[config.mk]
export PLATFORM = sky130hd
export DESIGN_NAME = flag_period_monitor
export DESIGN_NICKNAME = d
export VERILOG_FILES = /design/src/rtl/flag_mon_pkg.sv /design/src/rtl/flag_edge_det.sv /design/src/rtl/flag_period_monitor.sv
export SDC_FILE = /design/constraint.sdc
export NUM_CORES = 1
export LEC_CHECK = 0
export BUFFER_PORTS_ARGS = -buffer_cell sky130_fd_sc_hd__buf_2
export CAP_MARGIN = 30
export CORE_MARGIN = 5
export CORE_UTILIZATION = 27
export CTS_CLUSTER_SIZE = 30
export DETAILED_ROUTE_END_ITERATION = 12
export GPL_ROUTABILITY_DRIVEN = 0
export GPL_TIMING_DRIVEN = 0
export MAX_ROUTING_LAYER = met4
export PLACE_DENSITY_LB_ADDON = 0.05
export SETUP_SLACK_MARGIN = 0.5
export SYNTH_ARGS = -nofsm -noshare
export SYNTH_HDL_FRONTEND = slang
export SYNTH_HIERARCHICAL = 1
export SYNTH_SLANG_ARGS = --single-unit
[constraint.sdc]
create_clock -name clk -period 2.5 [get_ports clk]
set_clock_uncertainty 0.05 [all_clocks]
set_input_delay 0.5 -clock clk [delete_from_list [all_inputs] [get_ports clk]]
set_output_delay 0.5 -clock clk [all_outputs]
set_load 0.01 [all_outputs]
[src/rtl/flag_mon_pkg.sv]
// Shared types and default constants for the periodic-flag health monitor.
// The FLAG_MON_STAT_EN build option uses FAULT_CNT_W for its fault counter width.
package flag_mon_pkg;

    typedef enum logic [1:0] {
        IDLE = 2'd0,
        ACQ  = 2'd1,
        LOCK = 2'd2
    } state_t;

    localparam int DEF_CNT_W      = 8;
    localparam int DEF_EXP_PERIOD = 4;
    localparam int DEF_TOL        = 0;
    localparam int DEF_LOCK_CNT   = 4;
    localparam int DEF_TIMEOUT    = 8;
    localparam int FAULT_CNT_W    = 16;

endpackage

[src/rtl/flag_edge_det.sv]
// Rising-edge detector: registers the input once and flags 0->1 transitions.
module flag_edge_det (
    input  logic clk,
    input  logic rst,
    input  logic din,
    output logic rise
);

    logic din_d;

    always_ff @(posedge clk) begin
        if (rst) begin
            din_d <= 1'b0;
        end else begin
            din_d <= din;
        end
    end

    assign rise = din & ~din_d;

endmodule

[src/rtl/flag_period_monitor.sv]
// Measures flag edge-to-edge intervals, locks after a run of good intervals, flags errors and timeouts.
// Defining FLAG_MON_STAT_EN adds the saturating fault_cnt output.
module flag_period_monitor
    import flag_mon_pkg::*;
#(
    parameter int CNT_W      = DEF_CNT_W,
    parameter int EXP_PERIOD = DEF_EXP_PERIOD,
    parameter int TOL        = DEF_TOL,
    parameter int LOCK_CNT   = DEF_LOCK_CNT,
    parameter int TIMEOUT    = DEF_TIMEOUT
) (
    input  logic             clk,
    input  logic             rst,
    input  logic             in_flag,
    output logic [CNT_W-1:0] period,
    output logic             period_vld,
    output logic             locked,
    output logic             err,
    output logic             miss
`ifdef FLAG_MON_STAT_EN
    ,
    output logic [FAULT_CNT_W-1:0] fault_cnt
`endif
);

    localparam int                MC_W      = $clog2(LOCK_CNT + 1);
    localparam logic [CNT_W-1:0]  TIMEOUT_C = CNT_W'(TIMEOUT);
    localparam logic [CNT_W:0]    EXP_X     = (CNT_W + 1)'(EXP_PERIOD);
    localparam logic [CNT_W:0]    TOL_X     = (CNT_W + 1)'(TOL);
    localparam logic [MC_W-1:0]   LOCK_LAST = MC_W'(LOCK_CNT - 1);

    if (EXP_PERIOD < 2) begin : g_bad_exp
        $error("flag_period_monitor: EXP_PERIOD must be at least 2");
    end
    if (LOCK_CNT < 1) begin : g_bad_lock
        $error("flag_period_monitor: LOCK_CNT must be at least 1");
    end
    if ((TIMEOUT <= EXP_PERIOD + TOL) || (TIMEOUT >= (1 << CNT_W) - 1)) begin : g_bad_tmo
        $error("flag_period_monitor: TIMEOUT must lie in (EXP_PERIOD+TOL, 2^CNT_W-1)");
    end

    // Unsigned window test on a widened counter so EXP-TOL never underflows.
    function automatic logic in_tol(input logic [CNT_W-1:0] c);
        logic [CNT_W:0] cx;
        cx = {1'b0, c};
        return ((cx + TOL_X) >= EXP_X) && (cx <= (EXP_X + TOL_X));
    endfunction

    function automatic logic [CNT_W-1:0] sat_inc(input logic [CNT_W-1:0] c);
        return (&c) ? c : c + CNT_W'(1);
    endfunction

    state_t          state;
    state_t          state_nxt;
    logic            ev;
    logic            match;
    logic            tmo;
    logic [CNT_W-1:0] cnt;
    logic [CNT_W-1:0] cnt_nxt;
    logic [MC_W-1:0]  mcnt;
    logic [MC_W-1:0]  mcnt_nxt;
    logic            vld_nxt;
    logic            err_nxt;
    logic            miss_nxt;

    flag_edge_det u_edge (
        .clk  (clk),
        .rst  (rst),
        .din  (in_flag),
        .rise (ev)
    );

    assign match = in_tol(cnt);
    // An edge landing on the timeout count is a measurement, not a miss.
    assign tmo   = (state != IDLE) && !ev && (cnt == TIMEOUT_C);

    always_ff @(posedge clk) begin
        if (rst) begin
            state <= IDLE;
        end else begin
            state <= state_nxt;
        end
    end

    always_comb begin
        state_nxt = state;
        case (state)
            IDLE: begin
                if (ev) begin
                    state_nxt = ACQ;
                end
            end
            ACQ: begin
                if (ev) begin
                    if (match && (mcnt == LOCK_LAST)) begin
                        state_nxt = LOCK;
                    end
                end else if (tmo) begin
                    state_nxt = IDLE;
                end
            end
            LOCK: begin
                if (ev) begin
                    if (!match) begin
                        state_nxt = ACQ;
                    end
                end else if (tmo) begin
                    state_nxt = IDLE;
                end
            end
            default: state_nxt = IDLE;
        endcase
    end

    always_comb begin
        vld_nxt  = 1'b0;
        err_nxt  = 1'b0;
        miss_nxt = 1'b0;
        cnt_nxt  = cnt;
        mcnt_nxt = mcnt;
        case (state)
            IDLE: begin
                cnt_nxt  = ev ? CNT_W'(1) : '0;
                mcnt_nxt = '0;
            end
            ACQ, LOCK: begin
                if (ev) begin
                    vld_nxt = 1'b1;
                    cnt_nxt = CNT_W'(1);
                    if (state == ACQ) begin
                        mcnt_nxt = match ? mcnt + MC_W'(1) : '0;
                    end else begin
                        err_nxt  = !match;
                        mcnt_nxt = '0;
                    end
                end else if (tmo) begin
                    miss_nxt = 1'b1;
                    cnt_nxt  = '0;
                    mcnt_nxt = '0;
                end else begin
                    cnt_nxt = sat_inc(cnt);
                end
            end
            default: begin
                cnt_nxt  = '0;
                mcnt_nxt = '0;
            end
        endcase
    end

    always_ff @(posedge clk) begin
        if (rst) begin
            cnt        <= '0;
            mcnt       <= '0;
            period     <= '0;
            period_vld <= 1'b0;
            err        <= 1'b0;
            miss       <= 1'b0;
            locked     <= 1'b0;
        end else begin
            cnt        <= cnt_nxt;
            mcnt       <= mcnt_nxt;
            period_vld <= vld_nxt;
            err        <= err_nxt;
            miss       <= miss_nxt;
            locked     <= (state_nxt == LOCK);
            if (vld_nxt) begin
                period <= cnt;
            end
        end
    end

`ifdef FLAG_MON_STAT_EN
    always_ff @(posedge clk) begin
        if (rst) begin
            fault_cnt <= '0;
        end else if ((err_nxt || miss_nxt) && !(&fault_cnt)) begin
            fault_cnt <= fault_cnt + FAULT_CNT_W'(1);
        end
    end
`endif

endmodule

==> implementation parameters, run 1 <==
Parameter                              Value

Global route
  Total overflow reported by the global router ... 0
  Vias in the first global route ... 1045
  Total global-route track usage ... 10.8%
  Number of antenna violations at the first check in global routing ... 0
  Wire length of the first global-routing pass ... 5270 um
  Maximum number of pins on one net before global-route repair ... 16

Pwr
  Max rail drop VDD ... 0.000184 V
  Leak pwr ... 0.539 nW
  Power after layout ... 0.858 mW
  Total power per unit cell area ... 560 mW/mm^2

Route
  Highest routed metal layer ... met4
  Post-Route WL ... 3010 um
  Via density per instance ... 4.95
  First-iteration detailed-routing DRC count ... 55
  Via count ... 1064
  Remaining DRCs ... 0
  Number of detailed-route iterations in the first pass ... 4
  Routed wire length on met3 ... 142 um
  Met1 wire length ... 1470 um
  Antenna Nets Post-Route ... 0
  Routed WL per cell ... 14.0 um
  Met2 Wirelength ... 1370 um

Logic synthesis
  Yosys reg bits ... 26
  Share of synthesized area occupied by flip-flops and latches ... 40.0%
  Most used flip-flop cell after synthesis ... dfxtp_1
  Number of synthesized flops with an enable pin ... 0
  Post-Synthesis Cell Area ... 0.00130 sq mm
  Number of cells produced by synthesis ... 143
  Yosys cell types ... 41
  Post-Syn Nets ... 154
  Total of warnings raised by yosys ... 6
  Fraction of registers with async set/reset ... 0%
  Post-Synthesis Mean Instance Area ... 9.11 sq um

Worst setup path
  CP Launch Type ... register
  Reg-to-reg setup timing slack ... 600 ps
  Stage delay of the slowest cell on the critical path ... 400 ps
  Data required, critical path ... 2650 ps
  Kind of cell with the highest combined delay on the critical path ... simple AND/OR/NAND/NOR gates
  Cells on worst reg2reg path ... 6
  Crit. End Element ... register
  Worst path slowest cell ... dfxtp_1
  Worst reg2reg path startpoint ... state[0]
  Worst path cell trace ... inv_1, ha_4, or3b_4, a31oi_4, o21ai_4, nor3_2
  Setup Crit Path Kind ... reg2reg
  Critical Path Fanout Max ... 6
  Combined buffer and inverter count along the critical path ... 1
  Worst reg2reg path endpoint ... cnt[7]
  Arr. time, crit path ... 2050 ps

STA
  Worst slew slack as a fraction of its limit ... 67.3%
  Period utilisation layout ... 76.0%
  Aggregate negative setup slack ... 0 ps
  Peak Freq ... 526 MHz
  RSZ-0062 raised after global routing ... yes
  Final Critical Period ... 1900 ps
  Number of hold-slack violations in the final timing report ... 0
  Worst-Margin Slew ... 484 ps
  Count of pins over their slew limit ... 0
  Worst Slack Setup Final ... 600 ps
  Setup violators final ... 0

Layout
  Antenna cell count ... 0
  Area grow syn2layout ... 17.8%
  Final net count ... 173
  Post-route design area ... 0.00153 sq mm
  Share of cells above drive strength 1 ... 21.1%
  Layout fillers ... 492
  Most frequent cells in the layout ... dfxtp_1 (26), nand2_1 (17), buf_2 (14)
  Layout Utilization ... 32.7%
  Most frequent standard cell in the layout excluding fill and tap cells ... dfxtp_1

CTS
  Post-CTS Setup Bufs ... 0
  CTS sink count ... 26
  Maximum count of clock buffers along a single path ... 2
  Max H-tree Level ... 1
  CTS buffer count ... 3
  Clock tree from TritonCTS ... done
  Clock transition at the registers of the reported paths ... 100 ps
  Worst-skew pair later-pin latency ... 270 ps
  Count of hold buffers inserted by post-cts repair ... 0
  CTS Root Cell ... clkbuf_8

Flow run
  Maxcap violations ... 0

Floorplanning
  Number of top-level design ports ... 15
  Die extent in x ... 79.5 um
  Initial Util ... 27.8%
  Site Rows ... 25
  Overall die area ... 0.00631 sq mm
  Core box area ... 0.00469 sq mm
  Floorplan die height ... 79.5 um

Outcome
  Result of the run ... finished clean

Placed design
  Dpl cell area ... 0.00144 sq mm
  Worst setup slack before clock tree synthesis ... 483 ps
  IO Port Bufs ... 14
  Dpl hpwl ... 2210 um

Min path
  Hold Path Cell Cnt ... 2
  Worst hold path startpoint ... period[1]
  Worst Hold Class ... reg2reg
  Hold endpoint ... period[1]
-- sequential cells by signal, summed over array words and instances, names as in the netlist --
register,count
locked,1
mcnt,3
u_edge/din_d,1
miss,1
err,1
cnt,8
state,2
period,8
period_vld,1
-- stage by stage --
step	hold slack, ps	std cells
final	407	215
after global routing	415	215
after CTS	402	215
after detailed placement	398	211
after global placement	386	211
after floorplan	375	143
-- cells by family (layout without fill, tap and decap cells) --
group / Yosys count / after routing / share of synthesized area [%]
buf+inv: 13 / 31 / 4.90
simple gates: 65 / 65 / 30.1
fa+ha+maj: 8 / 8 / 7.69
xor+xnor: 1 / 1 / 0.673
compound gates: 29 / 29 / 15.9
mux: 1 / 1 / 0.769
flops: 26 / 26 / 40.0
-- how the worst max path moves through the flow --
stage,from,end,slack (ps),cells after the start
floorplan,state[0],cnt[7],740,6
CTS,state[0],cnt[7],570,6
global placement,in_flag,state[1],510,7
global route,state[1],cnt[7],480,6
detailed placement,in_flag,state[1],480,7
finish,state[0],cnt[7],600,6
-- metal layers --
layer | vias up | track usage, %
li1 | 548 | -
met1 | 477 | 14.7
met2 | 35 | 16.0
met3 | 4 | 2.14
met4 | 0 | 3.61
met5 | - | -
-- worst register-to-register path: stages (launching register included) --
cell and delay, ps:
dfxtp_1 400, inv_1 120, ha_4 310, or3b_4 390, a31oi_4 240, o21ai_4 140
nor3_2 190
-- power breakdown --
group	total (mW)	internal [mW]	switching [mW]
clock network	0.356	0.214	0.142
registers	0.426	0.420	0.00612
logic	0.0767	0.0314	0.0454
total	0.858	0.665	0.193
-- final cells by class --
cell class	instances	area, sq um	area share, %
clock buffer	3	41.3	2.69
buffer	5	33.8	2.20
clock inverter	1	30.0	1.96
inverter	8	30.0	1.96
tap	54	67.6	4.40
multi-input combinational	104	741	48.3
timing repair buffer	14	70.1	4.57
sequential	26	520	33.9
-- Yosys cell counts, types with 3 or more instances --
| cell type | number | area share, % |
|---|---|---|
| ha_1 | 8 | 7.7 |
| a21oi_1 | 10 | 3.8 |
| nand2_1 | 17 | 4.9 |
| nor2_1 | 9 | 2.6 |
| clkbuf_1 | 3 | 0.86 |
| dfxtp_1 | 26 | 40 |
| nand3_1 | 13 | 5.0 |
| inv_1 | 8 | 2.3 |
| o21ai_0 | 6 | 2.3 |
-- timing repair --
| action | in CTS | in global routing |
|---|---|---|
| setup endpoints to repair | 1 | 3 |
| pin swaps | 0 | 0 |
| resized for setup | 1 | 2 |
Note: power is estimated with default switching activity, not from simulation.
==> inputs of run 2 (changes only) <==
clock period = 1.7 ns   (was 2.5 ns; I/O delays follow)
==> run 2 against run 1 <==
Compared with the run above: sequential share of layout area fell by 6.4 points; worst setup slack lost 600 ps; largest power group unchanged; die area stayed put; critical path depth unchanged.
==> implementation parameters, run 2 (synthesis results as in run 1) <==
Parameter                              Value

Worst setup path
  Crit. End Element ... register
  CP Launch Type ... register
  Data required, critical path ... 1850 ps (-800 ps)
  Kind of cell with the highest combined delay on the critical path ... simple AND/OR/NAND/NOR gates
  Setup Crit Path Kind ... reg2reg
  Worst path cell trace ... inv_4, ha_4, or3b_4, a31oi_4, o21ai_4, nor3b_2
  Arr. time, crit path ... 1850 ps (-200 ps)
  Cells on worst reg2reg path ... 6 (unchanged)
  Stage delay of the slowest cell on the critical path ... 390 ps (about the same)
  Reg-to-reg setup timing slack ... 4 ps (-600 ps)
  Worst reg2reg path endpoint ... cnt[5]
  Worst path slowest cell ... or3b_4
  Combined buffer and inverter count along the critical path ... 1 (unchanged)
  Worst reg2reg path startpoint ... state[1]
  Critical Path Fanout Max ... 6 (unchanged)

Global route
  Most Crowded Layer GR ... met2
  GRT met3 Usage ... 1.92% (-0.23 points)
  GR Util met2 ... 20.6% (+4.6 points)
  Wire length of the first global-routing pass ... 5580 um (+5.9%)
  Number of antenna violations at the first check in global routing ... 0 (unchanged)
  Total global-route track usage ... 11.5% (+0.64 points)
  Met1 capacity usage during global routing ... 13.1% (-1.6 points)
  Total overflow reported by the global router ... 0 (unchanged)
  Vias in the first global route ... 1198 (+15%)
  Maximum number of pins on one net before global-route repair ... 16 (unchanged)

Route
  First-iteration detailed-routing DRC count ... 48 (-13%)
  Remaining DRCs ... 0 (unchanged)
  Number of detailed-route iterations in the first pass ... 4 (unchanged)
  Routed WL per cell ... 14.8 um (+5.3%)
  Post-Route WL ... 3380 um (+12%)
  Via count ... 1173 (+10%)
  Antenna Nets Post-Route ... 0 (unchanged)
  Via density per instance ... 5.12 (+3.5%)

CTS
  Maximum count of clock buffers along a single path ... 2 (unchanged)
  CTS sink count ... 26 (unchanged)
  CTS buffer count ... 3 (unchanged)
  Clock tree from TritonCTS ... done
  Clock transition at the registers of the reported paths ... 90 ps (about the same)
  Worst-skew pair later-pin latency ... 270 ps (about the same)
  CTS Root Cell ... clkbuf_8
  Max H-tree Level ... 1 (unchanged)
  Count of hold buffers inserted by post-cts repair ... 0 (unchanged)

STA
  Period utilisation layout ... 99.8% (+24 points)
  Final Critical Period ... 1700 ps (-204 ps)
  Peak Freq ... 589 MHz (+12%)
  Worst-Margin Slew ... 684 ps (+201 ps)
  Count of pins over their slew limit ... 0 (unchanged)
  Number of hold-slack violations in the final timing report ... 0 (unchanged)
  Worst slew slack as a fraction of its limit ... 54.4% (-13 points)
  RSZ-0062 raised after global routing ... yes
  Setup violators final ... 0 (unchanged)

Layout
  Post-route design area ... 0.00195 sq mm (+27%)
  Area grow syn2layout ... 49.4%
  Registers with the most flip-flops ... cnt (8), period (8), mcnt (3)
  Most frequent standard cell in the layout excluding fill and tap cells ... dfxtp_1
  Share of cells above drive strength 1 ... 55.4% (+34 points)
  Final net count ... 187 (+8.1%)
  Antenna cell count ... 0 (unchanged)
  Most frequent cells in the layout ... dfxtp_1 (16), buf_2 (14), nand2_1 (12)

Placed design
  Dpl cell area ... 0.00150 sq mm (+4.4%)
  Dpl hpwl ... 2310 um (+4.5%)
  IO Port Bufs ... 14 (unchanged)

Min path
  Hold Path Cell Cnt ... 2 (unchanged)
  Worst hold path startpoint ... in_flag
  Worst Hold Class ... in2reg
  Hold endpoint ... u_edge/din_d

Floorplanning
  Site Rows ... 25 (unchanged)
  Initial Util ... 27.8% (unchanged)
  Overall die area ... 0.00631 sq mm (unchanged)
  Core box area ... 0.00469 sq mm (unchanged)
  Number of top-level design ports ... 15 (unchanged)
  Die extent in x ... 79.5 um (unchanged)
  Floorplan die height ... 79.5 um (unchanged)

Pwr
  Cell internal power dissipation ... 1.04 mW (+56%)
  Total power per unit cell area ... 699 mW/mm^2 (+25%)
  Power after layout ... 1.36 mW (+58%)
  Share of total power consumed by net switching ... 23.9% (+1.4 points)
  Combinational Power Share ... 16.2% (+7.3 points)
  Leak pwr ... 0.667 nW (+24%)
  Net Sw Power ... 0.325 mW (+68%)
  Seq pwr share ... 46.2% (-3.4 points)
  Clock power share ... 37.6% (-3.9 points)
  Max rail drop VDD ... 0.000426 V (+130%)

Outcome
  Result of the run ... finished clean

Flow run
  Maxcap violations ... 0 (unchanged)
[run 2: changes by cell type in the layout (fill, tap and decap cells not counted), sizes merged]
cell    before  now
buf         16   31
clkbuf       6    5
[run 2: power by group through the flow]
stage / Clock (mW) / Combinational [mW] / Sequential [mW]
after floorplan: 0 / 0.0968 / 0.641
after global placement: 0 / 0.126 / 0.642
after detailed placement: 0 / 0.127 / 0.643
after CTS: 0.530 / 0.173 / 0.626
after global routing: 0.554 / 0.240 / 0.630
final: 0.511 / 0.221 / 0.628
[run 2: area by class of cell]
type,instances,area (sq um)
Fill cell,464,2750
Clock buffer,3,41.3
Timing Repair Buffer,28,203
Buffer,5,48.8
Inverter,8,35.0
Multi-Input combinational cell,104,985
Clock inverter,1,30.0
Tap cell,54,67.6
Sequential cell,26,536
[run 2: how the worst max path moves through the flow]
stage | from | cells after the start | endpoint | slack (ps)
detailed placement | in_flag | 7 | cnt[5] | -70
finish | state[1] | 6 | cnt[5] | 4
global route | state[0] | 6 | cnt[5] | -100
CTS | state[1] | 6 | cnt[5] | 10
global placement | state[1] | 6 | cnt[5] | -60
floorplan | state[1] | 6 | cnt[5] | 70
[run 2: metrics by stage]
stage | setup TNS (ps) | setup WS (ps) | cells | util [%] | hold slack [ps]
final | 0 | 3.62 | 229 | 41.5 | 254
after global routing | -296 | -96.8 | 229 | 41.5 | 244
after CTS | 0 | 14.6 | 225 | 36.9 | 247
after detailed placement | -119 | -74.9 | 211 | 32.1 | 394
after global placement | -73.6 | -59.4 | 211 | 32.1 | 390
after floorplan | 0 | 72.2 | 143 | - | 354
[run 2: what timing repair did]
item                                    CTS  global route
gates resized for setup                  22            46
cloned                                    0             0
pin swaps                                 8             8
buffers inserted                         10             4
endpoints found under the setup margin   25            25
[run 2: metal layers]
layer / up-vias / share of wire [%]
li1: 578 / -
met5: - / 0
met1: 568 / 41
met4: 0 / 2.0
met2: 19 / 54
met3: 8 / 3.1
